<file path="config.mk">
export PLATFORM = sky130hd
export DESIGN_NAME = vram_scanout
export DESIGN_NICKNAME = d
export VERILOG_FILES = /design/src/rtl/vram_scanout.sv
export SDC_FILE = /design/constraint.sdc
export NUM_CORES = 1
export LEC_CHECK = 0
export BUFFER_PORTS_ARGS = -buffer_cell sky130_fd_sc_hd__buf_2
export CAP_MARGIN = 25
export CORE_UTILIZATION = 50
export DETAILED_ROUTE_END_ITERATION = 16
export PLACE_DENSITY = 0.75
export SLEW_MARGIN = 5
export SYNTH_ARGS = -nofsm -noshare
export SYNTH_HDL_FRONTEND = slang
export SYNTH_SLANG_ARGS = --single-unit
</file>
<file path="constraint.sdc">
create_clock -name clk -period 2.6 [get_ports clk]
set_input_delay 0.13 -clock clk [delete_from_list [all_inputs] [get_ports clk]]
set_output_delay 0.13 -clock clk [all_outputs]
set_load 0.01 [all_outputs]
</file>
<file path="src/rtl/vram_scanout.sv">
// vram_scanout: display-side consumer of the VRAM read port.
//
// Generates VGA timing (640x480 by default), walks a fixed image window and issues
// one VRAM read per window pixel. The returned 8-bit grayscale value drives rgb_out.
// hsync, vsync and blank_n are delayed so that they line up with rgb_out. Pixels
// outside the window display as black.
//
// Ports:
//   clk          pixel clock
//   reset        asynchronous, active-low reset
//   display_en   scan-out request, sampled only at frame start (h=0, v=0)
//   gpu_address  VRAM read address (registered, valid one cycle after the counter position)
//   vram_out     VRAM read data, valid RD_LAT cycles after gpu_address
//   rgb_out      pixel to DAC, RD_LAT+1 cycles after the counter position
//   hsync        horizontal sync, active-low
//   vsync        vertical sync, active-low
//   blank_n      high during the visible area
//   frame_done   one-cycle pulse aligned with the last visible pixel of an active frame
//
// Optional build macro VRAM_SCANOUT_BORDER_EN: draws a 1-pixel white ring just outside
// the image window while active. The ring issues no VRAM read.

`timescale 1ns / 1ps

module vram_scanout #(
    parameter int unsigned H_ACTIVE  = 640,
    parameter int unsigned H_FP      = 16,
    parameter int unsigned H_SYNC    = 96,
    parameter int unsigned H_BP      = 48,
    parameter int unsigned V_ACTIVE  = 480,
    parameter int unsigned V_FP      = 10,
    parameter int unsigned V_SYNC    = 2,
    parameter int unsigned V_BP      = 33,
    parameter int unsigned IMG_W     = 256,
    parameter int unsigned IMG_H     = 256,
    parameter int unsigned X0        = 192,
    parameter int unsigned Y0        = 112,
    parameter logic [31:0] BASE_ADDR = 32'h0000_0000,
    parameter int unsigned RD_LAT    = 1
) (
    input  logic        clk,
    input  logic        reset,
    input  logic        display_en,
    output logic [31:0] gpu_address,
    input  logic [7:0]  vram_out,
    output logic [7:0]  rgb_out,
    output logic        hsync,
    output logic        vsync,
    output logic        blank_n,
    output logic        frame_done
);

    localparam int unsigned H_TOTAL    = H_ACTIVE + H_FP + H_SYNC + H_BP;
    localparam int unsigned V_TOTAL    = V_ACTIVE + V_FP + V_SYNC + V_BP;
    localparam int unsigned HW         = $clog2(H_TOTAL);
    localparam int unsigned VW         = $clog2(V_TOTAL);
    localparam int unsigned HS_START   = H_ACTIVE + H_FP;
    localparam int unsigned HS_END     = HS_START + H_SYNC;
    localparam int unsigned VS_START   = V_ACTIVE + V_FP;
    localparam int unsigned VS_END     = VS_START + V_SYNC;
    localparam bit          IMG_W_POW2 = (IMG_W & (IMG_W - 1)) == 0;
    localparam int unsigned IMG_W_LOG2 = $clog2(IMG_W);

    typedef enum logic {StIdle, StActive} state_e;

    state_e          state_q, state_d;
    logic [HW-1:0]   h_cnt_q, h_cnt_d;
    logic [VW-1:0]   v_cnt_q, v_cnt_d;
    logic [31:0]     addr_q, addr_d;

    logic [31:0]     h32, v32;
    logic [31:0]     row, col, row_off;
    logic            hs_raw, vs_raw, vis_raw, in_win, win_act, fd_raw, active;

    // Delay lines: bit 0 is loaded from the counter position, bit RD_LAT drives outputs.
    logic [RD_LAT:0] hs_pipe, vs_pipe, vis_pipe, win_pipe, fd_pipe;

    // Counters free-run in every state.
    always_comb begin
        h_cnt_d = h_cnt_q + 1'b1;
        v_cnt_d = v_cnt_q;
        if (32'(h_cnt_q) == H_TOTAL - 1) begin
            h_cnt_d = '0;
            v_cnt_d = (32'(v_cnt_q) == V_TOTAL - 1) ? '0 : v_cnt_q + 1'b1;
        end
    end

    // Raw timing, computed at 32 bits to keep the comparisons width-clean.
    always_comb begin
        h32     = 32'(h_cnt_q);
        v32     = 32'(v_cnt_q);
        active  = (state_q == StActive);
        hs_raw  = !(h32 >= HS_START && h32 < HS_END);
        vs_raw  = !(v32 >= VS_START && v32 < VS_END);
        vis_raw = (h32 < H_ACTIVE) && (v32 < V_ACTIVE);
        in_win  = vis_raw && (h32 >= X0) && (h32 < X0 + IMG_W)
                          && (v32 >= Y0) && (v32 < Y0 + IMG_H);
        win_act = in_win && active;
        fd_raw  = active && (h32 == H_ACTIVE - 1) && (v32 == V_ACTIVE - 1);
    end

    // Mode changes only at frame start so a frame is never cut short.
    always_comb begin
        state_d = state_q;
        if (h_cnt_q == '0 && v_cnt_q == '0) begin
            unique case (state_q)
                StIdle:   if (display_en)  state_d = StActive;
                StActive: if (!display_en) state_d = StIdle;
                default:  state_d = StIdle;
            endcase
        end
    end

    // Linear address inside the window; holds its last value elsewhere.
    always_comb begin
        row = v32 - Y0;
        col = h32 - X0;
        if (IMG_W_POW2) begin
            row_off = row << IMG_W_LOG2;
        end else begin
            row_off = row * IMG_W;
        end
        addr_d = win_act ? (BASE_ADDR + row_off + col) : addr_q;
    end

    always_ff @(posedge clk or negedge reset) begin
        if (!reset) begin
            h_cnt_q  <= '0;
            v_cnt_q  <= '0;
            state_q  <= StIdle;
            addr_q   <= BASE_ADDR;
            hs_pipe  <= '1;
            vs_pipe  <= '1;
            vis_pipe <= '0;
            win_pipe <= '0;
            fd_pipe  <= '0;
        end else begin
            h_cnt_q  <= h_cnt_d;
            v_cnt_q  <= v_cnt_d;
            state_q  <= state_d;
            addr_q   <= addr_d;
            hs_pipe  <= {hs_pipe[RD_LAT-1:0], hs_raw};
            vs_pipe  <= {vs_pipe[RD_LAT-1:0], vs_raw};
            vis_pipe <= {vis_pipe[RD_LAT-1:0], vis_raw};
            win_pipe <= {win_pipe[RD_LAT-1:0], win_act};
            fd_pipe  <= {fd_pipe[RD_LAT-1:0], fd_raw};
        end
    end

    assign gpu_address = addr_q;
    assign hsync       = hs_pipe[RD_LAT];
    assign vsync       = vs_pipe[RD_LAT];
    assign blank_n     = vis_pipe[RD_LAT];
    assign frame_done  = fd_pipe[RD_LAT];

`ifdef VRAM_SCANOUT_BORDER_EN
    logic            bd_raw;
    logic [RD_LAT:0] bd_pipe;

    // Ring = one-pixel-larger rectangle minus the window itself. h32 + 1 >= X0 avoids
    // an underflow when X0 is 0.
    always_comb begin
        bd_raw = active && vis_raw && !in_win
              && (h32 + 1 >= X0) && (h32 <= X0 + IMG_W)
              && (v32 + 1 >= Y0) && (v32 <= Y0 + IMG_H);
    end

    always_ff @(posedge clk or negedge reset) begin
        if (!reset) begin
            bd_pipe <= '0;
        end else begin
            bd_pipe <= {bd_pipe[RD_LAT-1:0], bd_raw};
        end
    end

    always_comb begin
        rgb_out = 8'h00;
        if (win_pipe[RD_LAT]) begin
            rgb_out = vram_out;
        end else if (bd_pipe[RD_LAT]) begin
            rgb_out = 8'hFF;
        end
    end
`else
    always_comb begin
        rgb_out = 8'h00;
        if (win_pipe[RD_LAT]) begin
            rgb_out = vram_out;
        end
    end
`endif

endmodule
</file>
==> metrics list, run 1 <==
- Final-report setup violation count: 0
* Crit. Startpoint: h_cnt_q[7]
- The number of antenna diodes in the final layout is 0.
- Class of the tightest hold or removal check: primary input to flop
- Worst max-slew margin expressed relative to the limit: 68.3%
- The die covers 6670 um2.
- Number of buffer and inverter instances along the worst setup path: 0
* Source of the worst register-to-register timing path: h_cnt_q[7]
- Critical path peak fanout: 6
- In this run the core area contains 28 standard-cell rows.
- At the pin with the least slew margin, the transition time is 0.475 ns.
- Input and output buffers added on the ports amount to 54.
- The flow ran to the end, and the final reports show no timing, DRC or antenna violations.
- Dividing the detail-routed via count by the number of cells gives 5.57.
- The tightest hold path in the finished design has a slack of 0.0483 ns.
* Place WS: 0.0767 ns
- The first detailed-routing pass ran for 4 iterations.
- Kind of critical path: flop to flop
- Kind of end point of the critical path: flop
* Worst Clk Skew: 0.0109 ns
- Data required time at the worst endpoint: 2.81 ns
- Launch instance of the worst min-delay path: display_en
- Vias post-DR: 2523
- Standard cell area after detailed placement: 3560 um2
- Count of warnings emitted by yosys: 0
- Half-perimeter wire length after placement: 5070 um
- Yosys mapped a number of flops with a built-in enable equal to 0.
* PnR Total Power: 1.40 mW
- Maximum vdd ir drop: 0.333 mV
- Among cell families on the critical path, the largest total delay comes from compound AO/OA/AOI/OAI gates.
* Final hold vios: 0
- Counting I/O delays and the setup requirement, the final critical path takes 2.44 ns.
- Avg WL per Cell: 15.0 um
* Cells along the critical path: a21oi_2, xor2_2, ha_1, a21oi_2, a41oi_1, o22a_1, a311oi_2, xor2_1, mux2_2
- After synthesis the netlist holds a flip-flop and latch count of 51.
- Worst setup SP type: flop
- CTS built an H-tree with a depth of 2.
- From synthesis to final layout, the design area changed by 17.3%.
- Max-cap viol count: 0
* Largest buffer count on any clock path: 2
* Final count of pins violating max slew: 0
* Worst Setup Slack, final: 0.157 ns
* Drt drc: 0
- Netlist cell types: 57
- Slowest cell on the critical path: dfrtp_2
* R2R Setup Slk: 0.16 ns
- Clk pin slew, worst setup/hold paths: 0.10 ns
- The clock reaches the later pin of the worst-skew pair after 0.32 ns.
- CTS tree: yes
- Total wire length after detailed routing: 6810 um
* Maximum operating frequency: 409 MHz
- In this run the count of I/O pins placed on the die edge is 55.
* Placeable core region: 6030 um2
* Cell seen most often among critical-path stages: a21oi_2
- From bottom edge to top edge, the die measures 81.7 um.
* Number of antenna violations at the first check in global routing: 0
- Synthesis produced a netlist with a net count of 351.
* Root buffer cell: clkbuf_8
* Most instantiated flip-flop cell in the synthesis netlist: dfrtp_1
* Cell total after placement: 444
* Chip width: 81.7 um
* Final core utilization: 61.8%
- Summed over all cells, the static leakage comes to 1.76 nW.
- For this run, asynchronously set or reset flops after synthesis account for 100%.
* Maximum number of pins on one net before global-route repair: 33
- TritonCTS sink count: 51
- Power spread over the standard cell area amounts to 377 nW/um2.
- Gpl congestion: 0.884
* # nets final: 407
* Detailed Route Iter0 Violations: 177
- Sequential elements use 40.4% of the synthesized area.
- The first global-routing pass estimated 11000 um of wire.
* Clock buffers created by TritonCTS: 5
- The initial utilization of the core area, before any placement, comes to 52.7%.
- Syn Area/Cell: 9.88 um2
- For the worst setup path, the data arrival time is 2.65 ns.
* Total GRT Usage: 21.8%
- After synthesis the cells add up to 3170 um2.
* Number of global-route vias before repair: 2336
- The detail route stage leaves a number of antenna-violating nets equal to 0.
- Synthesis produced 321 cells.
- The largest single stage delay on the critical path is 0.48 ns.
- The final critical path takes up 93.9% of the cycle.
- Total Neg Setup Slack: 0 ns
- Fraction of layout cells with a size suffix above 1: 32.3%
- Remaining global-route overflow: 0
- Leaving out filler cells and counting taps, the final layout contains 453.
* Fin area: 3720 um2
[timing repair]
| item | 4_1_cts | 5_1_grt |
|---|---|---|
| buffers inserted | 0 | 0 |
| hold endpoints to repair | 17 | 0 |
| resized for setup | 0 | 7 |
| hold buffers | 1 | 0 |
| setup endpoints to repair | 0 | 4 |
[cells in the mapped netlist, types with 2 or more instances]
| master | n | share of area, % |
|---|---|---|
| buf_2 | 3 | 0.47 |
| a211oi_1 | 2 | 0.47 |
| ha_1 | 18 | 7.1 |
| a31oi_1 | 2 | 0.39 |
| buf_1 | 2 | 0.24 |
| mux2_2 | 16 | 5.7 |
| nor2_1 | 23 | 2.7 |
| a211o_1 | 2 | 0.55 |
| inv_1 | 13 | 1.5 |
| xnor2_1 | 19 | 5.2 |
| or3_1 | 4 | 0.79 |
| and2_1 | 11 | 2.2 |
| a21oi_1 | 9 | 1.4 |
| o31ai_1 | 2 | 0.47 |
| nand2b_1 | 2 | 0.39 |
| dfstp_2 | 4 | 3.3 |
| nand4_1 | 10 | 2.0 |
| nor3_1 | 6 | 0.95 |
| dfrtp_1 | 47 | 37 |
| o211ai_1 | 2 | 0.47 |
| nand3_1 | 8 | 1.3 |
| o21ai_0 | 18 | 2.8 |
| o41ai_1 | 2 | 0.55 |
| and3_1 | 4 | 0.79 |
| nand2_1 | 22 | 2.6 |
| and4b_1 | 2 | 0.63 |
| clkbuf_1 | 11 | 1.3 |
| xor2_1 | 9 | 2.5 |
| nor3b_1 | 3 | 0.71 |
| nor4_1 | 2 | 0.39 |
| nand3b_1 | 3 | 0.71 |
| buf_4 | 12 | 2.8 |
| o21a_1 | 2 | 0.47 |
| buf_6 | 2 | 0.71 |
| a41oi_1 | 2 | 0.55 |
[sequential cells by signal, summed over array words and instances (netlist names), 2 cells and up]
signal / cells
vs_pipe: 2
win_pipe: 2
fd_pipe: 2
vis_pipe: 2
h_cnt_q: 10
hs_pipe: 2
gpu_address: 20
v_cnt_q: 10
[cell type report]
cell class                 instances  area (um2)
multi-input combinational        227        1710
clock inverter                     3        46.3
sequential                        51        1280
clock buffer                       5        68.8
inverter                          13        48.8
timing repair buffer              79         473
fill                             527        2300
tap                               75        93.8
[routing by layer]
| metal | GRT usage (%) | vias to the layer above | routed length (um) |
|---|---|---|---|
| li1 | - | 1228 | - |
| met1 | 29.0 | 1213 | 3060 |
| met2 | 35.8 | 75 | 3290 |
| met3 | 3.44 | 7 | 371 |
| met4 | 7.72 | 0 | 91 |
| met5 | 0 | - | 0 |
[cell usage in the layout, fill, tap and decap left out, types with 5 or more instances in the layout]
cell type / synthesis / routed
mux2_2: 16 / 16
dfrtp_1: 47 / 45
buf_4: 12 / 23
clkbuf_8: 0 / 5
and2_1: 11 / 11
xnor2_1: 19 / 19
a21oi_1: 9 / 7
nor3_1: 6 / 6
nand4_1: 10 / 10
nor2_1: 23 / 23
o21ai_0: 18 / 18
xor2_1: 9 / 8
inv_1: 13 / 12
nand3_1: 8 / 8
ha_1: 18 / 17
buf_2: 3 / 54
nand2_1: 22 / 22
[cells by family after synthesis]
logic type / Yosys count / synth area share (%)
AO/OA/AOI/OAI: 55 / 12.5
XOR/XNOR: 28 / 7.73
adder cells (fa/ha/maj): 19 / 7.73
buffers and inverters: 43 / 7.10
flip-flops: 51 / 40.4
multiplexers: 16 / 5.68
AND/OR/NAND/NOR: 109 / 18.8
[power breakdown]
group	total (mW)	switching [mW]	internal, mW	leakage, nW
logic	0.0306	0.0186	0.0119	1.03
registers	0.794	0.000713	0.794	0.668
clock network	0.576	0.286	0.290	0.0548
[worst paths after layout]
kind | end | cells past startpoint
worst max register to register | gpu_address[17] | 9
max in group asynchronous | hs_pipe[0] | 4
worst max-delay path | gpu_address[17] | 9
min in group asynchronous | v_cnt_q[1] | 2
worst min-delay path | active | 2
worst min register to register | win_pipe[1] | 0
Note: power is estimated with default switching activity, not from simulation.
==> run 2, diff against run 1 <==
--- a/config.mk
+++ b/config.mk
@@ -7,9 +7,9 @@
 export LEC_CHECK = 0
 export BUFFER_PORTS_ARGS = -buffer_cell sky130_fd_sc_hd__buf_2
 export CAP_MARGIN = 25
-export CORE_UTILIZATION = 50
+export CORE_UTILIZATION = 51
 export DETAILED_ROUTE_END_ITERATION = 16
-export PLACE_DENSITY = 0.75
+export PLACE_DENSITY = 0.77
 export SLEW_MARGIN = 5
 export SYNTH_ARGS = -nofsm -noshare
 export SYNTH_HDL_FRONTEND = slang
==> run 2 against run 1 <==
Clock skew is 0.0010 ns lower. Clock-buffer cell count stayed put. Non-clock buffer count rose by 2. Via count rose by 2.6%. Maximum frequency is 3.1% lower. Final area increased by 0.13%. Die area is 1.9% lower.
==> metrics list, run 2 (synthesis gave the netlist of run 1 again) <==
- The detailed router placed 2588 vias in this run.
* TritonCTS sink count: 51
- Summed over all nets, the half-perimeter wirelength after detailed placement is 5120 um.
- Gpl congestion: 0.897
- Status: finished, final reports clean
- Clock latency reported for the late side of the worst-skew pair: 0.31 ns
- Place WS: 0.0884 ns
- STA puts the critical path data required time at 2.80 ns.
- 55 I/O pins were placed.
- At the pin with the least slew margin, the transition time is 0.520 ns.
* Period Utilization, post-route: 96.9%
* Maximum operating frequency: 397 MHz
* Chip height: 80.9 um
- Crit. Startpoint: h_cnt_q[6]
- Clock-pin slew was measured on the worst setup and hold paths at 0.10 ns.
- Chip width: 80.9 um
- Crit path arrival time: 2.72 ns
- Die Footprint: 6540 um2
- TritonCTS built the clock tree.
* R2R Setup Slk: 0.08 ns
- Overall power consumption after layout is estimated at 1.39 mW.
- The most numerous cell type found on the critical path is o21ai_0.
* Count of inserted antenna diode cells: 0
- # nets final: 409
- Cells fill 62.6% of the core in the end.
- The path class of the tightest hold or removal check is primary input to flop.
- Once the clock tree was built, the setup fixing pass inserted 0 buffers.
- STA classifies the critical path startpoint as a flop.
- Detailed Route Iter0 Violations: 207
- Placeable core region: 5960 um2
- Final count of pins violating max slew: 0
- Summed over all cells, the static leakage comes to 1.77 nW.
* Pwr/cell area: 372 nW/um2
- Wire length of the first global-routing pass: 11000 um
* Slowest cell on the critical path: dfrtp_2
* Clock H-tree levels: 2
- Following the worst setup path forward leads to its endpoint at gpu_address[16].
- The register with the most flip-flops in the layout has 20 of them.
- Reg2reg path depth: 9
* Number of non-filler instances in the completed layout: 455
- Number of global-route vias before repair: 2378
- Drt drc: 0
- Headroom to the max-slew limit came out at 65.4%.
* Layout overhead on the synthesized area: 17.4%
- In this run, placement finished with an instance count of 446.
- Entering global routing, the biggest net connects 29 pins.
* Shortest clock period the worst path allows after layout: 2.52 ns
- Cells along the critical path: ha_2, xnor2_1, ha_1, fa_1, o21ai_0, o21ai_0, a221oi_2, xor2_1, a21oi_1
- Setup violations remaining at the end of the flow were counted as 0.
- Dividing the detail-routed wire length by the instance count gives 15.1 um.
- Filler Cell Count: 491
* Total GRT Usage: 21.8%
- Summed over all layers, the global routing overflow is 0.
- Total wire length after detailed routing: 6890 um
- Worst Clk Skew: 0.00990 ns
- The final-report hold violation count was 0.
- Worst R2R End: gpu_address[16]
* Total Neg Setup Slack: 0 ns
- In the post-route analysis, the smallest setup slack over all paths is 0.0805 ns.
- Before antenna repair, the detailed router went through 4 iterations.
* Starting utilization of the core area: 53.3%
- Via density per instance: 5.69
- In this run the clock root is driven by a clkbuf_8.
- The worst-case IR drop observed on VDD is 0.319 mV.
* Port bufs: 54
- Fraction of layout cells with a size suffix above 1: 32.4%
* Kind of critical path: flop to flop
* Critical path peak fanout: 7
- Number of antenna violations at the first check in global routing: 0
* Kind of end point of the critical path: flop
- Most common cell after layout, fill and taps aside: buf_2
- Source of the worst register-to-register timing path: h_cnt_q[6]
* Delay of the slowest cell on the worst path: 0.47 ns
- The clock passes through at most 2 buffers.
- Number of antenna-violating nets in the routed design: 0
* Max-cap viol count: 0
- After floorplanning, the core was divided into 28 placement rows.
- Buffers inserted during clock tree synthesis total 5.
- Most used cells in the layout excluding fill and tap cells: 54 x buf_2, 45 x dfrtp_1, 25 x buf_4
-- run 2: cell count changes in the layout (fill, tap and decap cells not counted), sizes merged --
cell  delta
buf      +2
-- run 2: stage by stage --
step	hold slack (ns)	area, um2
2_1_floorplan	-0.166	3190
3_3_place_gp	0.333	3550
3_5_place_dp	0.138	3570
4_1_cts	0.0548	3700
5_1_grt	0.0606	3730
6_report	0.0635	3730
-- run 2: per-layer routing --
layer	up-vias	track usage, %	wire length (um)
met5	-	0	0
met4	0	8.21	116
met3	11	2.70	333
met2	90	37.3	3440
met1	1257	28.2	3000
li1	1230	-	-
-- run 2: cell type report --
class / instances / area, um2 / area share [%]
Tap cell: 75 / 93.8 / 2.52
Multi-Input combinational cell: 227 / 1700 / 45.5
Sequential cell: 51 / 1280 / 34.5
Clock buffer: 5 / 68.8 / 1.85
Inverter: 13 / 48.8 / 1.31
Timing Repair Buffer: 81 / 488 / 13.1
Clock inverter: 3 / 46.3 / 1.24
-- run 2: repair_timing --
| action | in CTS | in global routing |
|---|---|---|
| resized for setup | 0 | 6 |
| setup endpoints to repair | 0 | 2 |
| endpoints found under the hold margin | 21 | 0 |
| hold buffers | 1 | 0 |
-- run 2: how the worst min path moves through the flow --
stage | startpoint | to | slack (ns) | depth (start not counted)
2_1_floorplan | reset | active | -0.17 | 0
3_5_place_dp | reset | gpu_address[18] | 0.14 | 1
3_3_place_gp | win_pipe[0] | win_pipe[1] | 0.33 | 0
4_1_cts | display_en | active | 0.05 | 2
6_report | display_en | active | 0.06 | 2
5_1_grt | display_en | active | 0.06 | 2
-- run 2: worst max-delay path: cells and delay by family (launching register included) --
kind | cells | cell delay, ns
adder cells (fa/ha/maj) | 3 | 0.91
AO/OA/AOI/OAI | 4 | 0.72
flip-flops | 1 | 0.47
XOR/XNOR | 2 | 0.32
-- run 2: report_power, final --
| part | switching [mW] | internal [mW] | total [mW] | leakage (nW) |
|---|---|---|---|---|
| combinational | 0.0180 | 0.0110 | 0.0291 | 1.04 |
| sequential | 0.000635 | 0.794 | 0.794 | 0.668 |
| clock | 0.272 | 0.290 | 0.562 | 0.0548 |
| total | 0.291 | 1.09 | 1.39 | 1.77 |
==> run 3, diff against run 2 <==
--- a/config.mk
+++ b/config.mk
@@ -5,8 +5,10 @@
 export SDC_FILE = /design/constraint.sdc
 export NUM_CORES = 1
 export LEC_CHECK = 0
+export ABC_AREA = 1
 export BUFFER_PORTS_ARGS = -buffer_cell sky130_fd_sc_hd__buf_2
 export CAP_MARGIN = 25
+export CORE_MARGIN = 1.5
 export CORE_UTILIZATION = 51
 export DETAILED_ROUTE_END_ITERATION = 16
 export PLACE_DENSITY = 0.77
==> run 3 against run 2 <==
Clock skew is 0.0012 ns lower. Global-route usage is 0.38 points lower. Flip-flop and latch count stayed put. Register-to-register slack better by 0.25 ns. Final area is 5.7% lower. Critical endpoint is now gpu_address[18].
==> metrics list, run 3 <==
- The flow ran to the end, and the final reports show no timing, DRC or antenna violations.
* Maximum number of pins on one net before global-route repair: 34
* Chip height: 81.8 um
* Most common cell after layout, fill and taps aside: nand2_1
- Gate Count Post-Synth: 395
- Chip width: 81.8 um
* Largest cells by area after synthesis: dfrtp_1 37%, nand2_1 12%, ha_1 7.1%, nand3_1 5.1%, inv_1 5.0%
* Synth top area share: 37.2%
- Number of global-route vias before repair: 2523
- In this run the number of H-tree levels came out at 2.
- Fin area: 3510 um2
* Final count of pins violating max slew: 0
* Worst hold slack after final layout: 0.0505 ns
- Transition at the pin with the smallest max-transition slack: 0.719 ns
- Fill cells in the final layout number 552.
- In the routed design, unresolved DRC markers number 0.
* Number of buffer and inverter instances along the worst setup path: 1
* Area occupied by multi-input gates: 1540 um2
- Number of antenna violations at the first check in global routing: 0
- The floorplan step defined a core boundary enclosing 5960 um2.
- TritonCTS sink count: 51
* Total I/O pin count: 55
* Count of warnings emitted by yosys: 0
- Row generation in the floorplan step produced 28 rows.
* Pwr/cell area: 372 nW/um2
- For this run, the top clock speed supported by timing is 440 MHz.
- Remaining global-route overflow: 0
- In the synthesized netlist the dominant register cell turns out to be dfrtp_1.
- Measured against its own limit, the worst slew margin works out to 52.1%.
- Most used cells in the layout excluding fill and tap cells: 98 x nand2_1, 54 x buf_2, 46 x dfrtp_1
* Place WS: 0.326 ns
* Class of the tightest hold or removal check: primary input to flop
- Cell total after placement: 507
- Number of non-filler instances in the completed layout: 516
- At the end of the flow, the number of nets in the layout was 470.
- In the final layout, flip-flops and latches occupy 1280 um2.
* Total Neg Setup Slack: 0 ns
- Data required time at the worst endpoint: 2.80 ns
- Crit path arrival time: 2.48 ns
- Via density per instance: 5.14
- Vias post-DR: 2652
* Gpl congestion: 0.946
- Largest delay share family, worst path: adder cells
- Starting utilization of the core area: 53.1%
* Post-synthesis cell area: 3160 um2
- The cell that appears most often on the critical path is nand2_1.
- In this run, synthesis inferred 0 flip-flops with an integrated enable.
* Half-perimeter wire length after placement: 5070 um
- Port bufs: 54
- The synthesized design spends more area on one cell type than any other, namely dfrtp_1.
- Final core utilization: 59.0%
- Syn Area/Cell: 8.01 um2
* Count leader, synth: nand2_1
* Worst Clk Skew: 0.00869 ns
- Fraction of layout cells with a size suffix above 1: 22.4%
* Period Utilization, post-route: 87.4%
* Largest buffer count on any clock path: 2
- Wire length of the first global-routing pass: 11200 um
* Clk pin slew, worst setup/hold paths: 0.10 ns
- The slowest stage of the critical path belongs to the cell dfrtp_1.
* Commonest cells post-synth: 98 x nand2_1, 47 x dfrtp_1, 42 x inv_1, 32 x nand3_1, 31 x nor2_1
* Kind of critical path: flop to flop
- In this run the static leakage power is 1.90 nW.
* Sequential element share of the synthesized area: 40.5%
- Layout overhead on the synthesized area: 11.0%
* Syn_nets: 425
- Counting flops and latches in the post-synthesis netlist gives 51.
* Final-report setup violation count: 0
- Shortest clock period the worst path allows after layout: 2.27 ns
- 0 antenna diodes ended up in the layout.
- Kind of end point of the critical path: flop
* PnR Total Power: 1.31 mW
- Maximum vdd ir drop: 0.302 mV
- TritonCTS built the clock tree.
- Cells along the critical path: ha_1, inv_2, nand2_1, nand2_1, ha_1, fa_1, nand3_1, nor2_1, nand2_1, nand2_2, nand2_1, nand3_1, nand3_1, nand2_1
- The register with the most flip-flops in the layout has 20 of them.
- Yosys mapped the design onto 44 distinct sky130hd cell types.
- Total GRT Usage: 21.5%
- Setup repair after global routing missed its margin: false
- The detailed router finished its first iteration with 140 violations.
- Root buffer cell: clkbuf_8
- Detailed-router iteration count before antenna repair: 4
- Of all flip-flops after synthesis, the portion carrying an async set or reset was 100%.
* Final hold vios: 0
* Die Footprint: 6680 um2
* Clock latency reported for the late side of the worst-skew pair: 0.31 ns
- Across the run, the number of max-cap violations was 0.
- Delay of the slowest cell on the worst path: 0.46 ns
- Standard cell area after detailed placement: 3400 um2
- The routed design has 6470 um of wire.
* Clock buffers created by TritonCTS: 5
- Number of antenna-violating nets in the routed design: 0
- Worst setup SP type: flop
- Critical path peak fanout: 8
- Dividing the detail-routed wire length by the instance count gives 12.5 um.
- Worst Setup Slack, final: 0.327 ns
run 3: final cells by class:
cell class	count	share of cell area, %
timing repair buffer	59	8.84
multi-input combinational	274	43.9
sequential	51	36.5
tap	75	2.67
clock buffer	5	1.96
clock inverter	3	0.784
inverter	49	5.31
run 3: layer usage:
layer  global-route usage, %  share of wire [%]  up-vias
li1                        -                  -     1354
met1                    28.4                 47     1211
met2                    36.0                 47       81
met3                    3.22                5.6        6
met4                    6.78                1.2        0
met5                       0                  0        -
run 3: logic make-up after synthesis:
logic type / count (synthesis) / share of synthesized area (%)
and+or+nand+nor: 201 / 29.8
xor gates and xnor gates: 12 / 3.32
muxes: 1 / 0.356
adders and majority gates: 19 / 7.75
buffers and inverters: 70 / 10.7
AOI/OAI and AO/OA: 41 / 7.52
DFF: 51 / 40.5
run 3: report_power, final:
| part | switching (mW) | total (mW) | internal [mW] |
|---|---|---|---|
| Clock | 0.286 | 0.486 | 0.200 |
| Combinational | 0.0179 | 0.0271 | 0.00920 |
| Sequential | 0.000811 | 0.795 | 0.794 |
| Total | 0.305 | 1.31 | 1.00 |
run 3: what timing repair did:
action	CTS	global route
buffers inserted	0	0
resized for setup	0	1
endpoints found under the hold margin	29	0
hold buffers	1	0
setup endpoints to repair	0	1
run 3: worst paths after layout:
path                             from              end  slack (ns)  depth (start not counted)
setup reg to reg           h_cnt_q[6]  gpu_address[18]        0.33                         14
hold / removal             display_en           active        0.05                          2
min in group asynchronous       reset       v_cnt_q[2]        0.40                          2
hold reg to reg            vs_pipe[0]       vs_pipe[1]        0.36                          0
setup / recovery           h_cnt_q[6]  gpu_address[18]        0.33                         14
max in group asynchronous       reset       vs_pipe[1]        1.52                          3
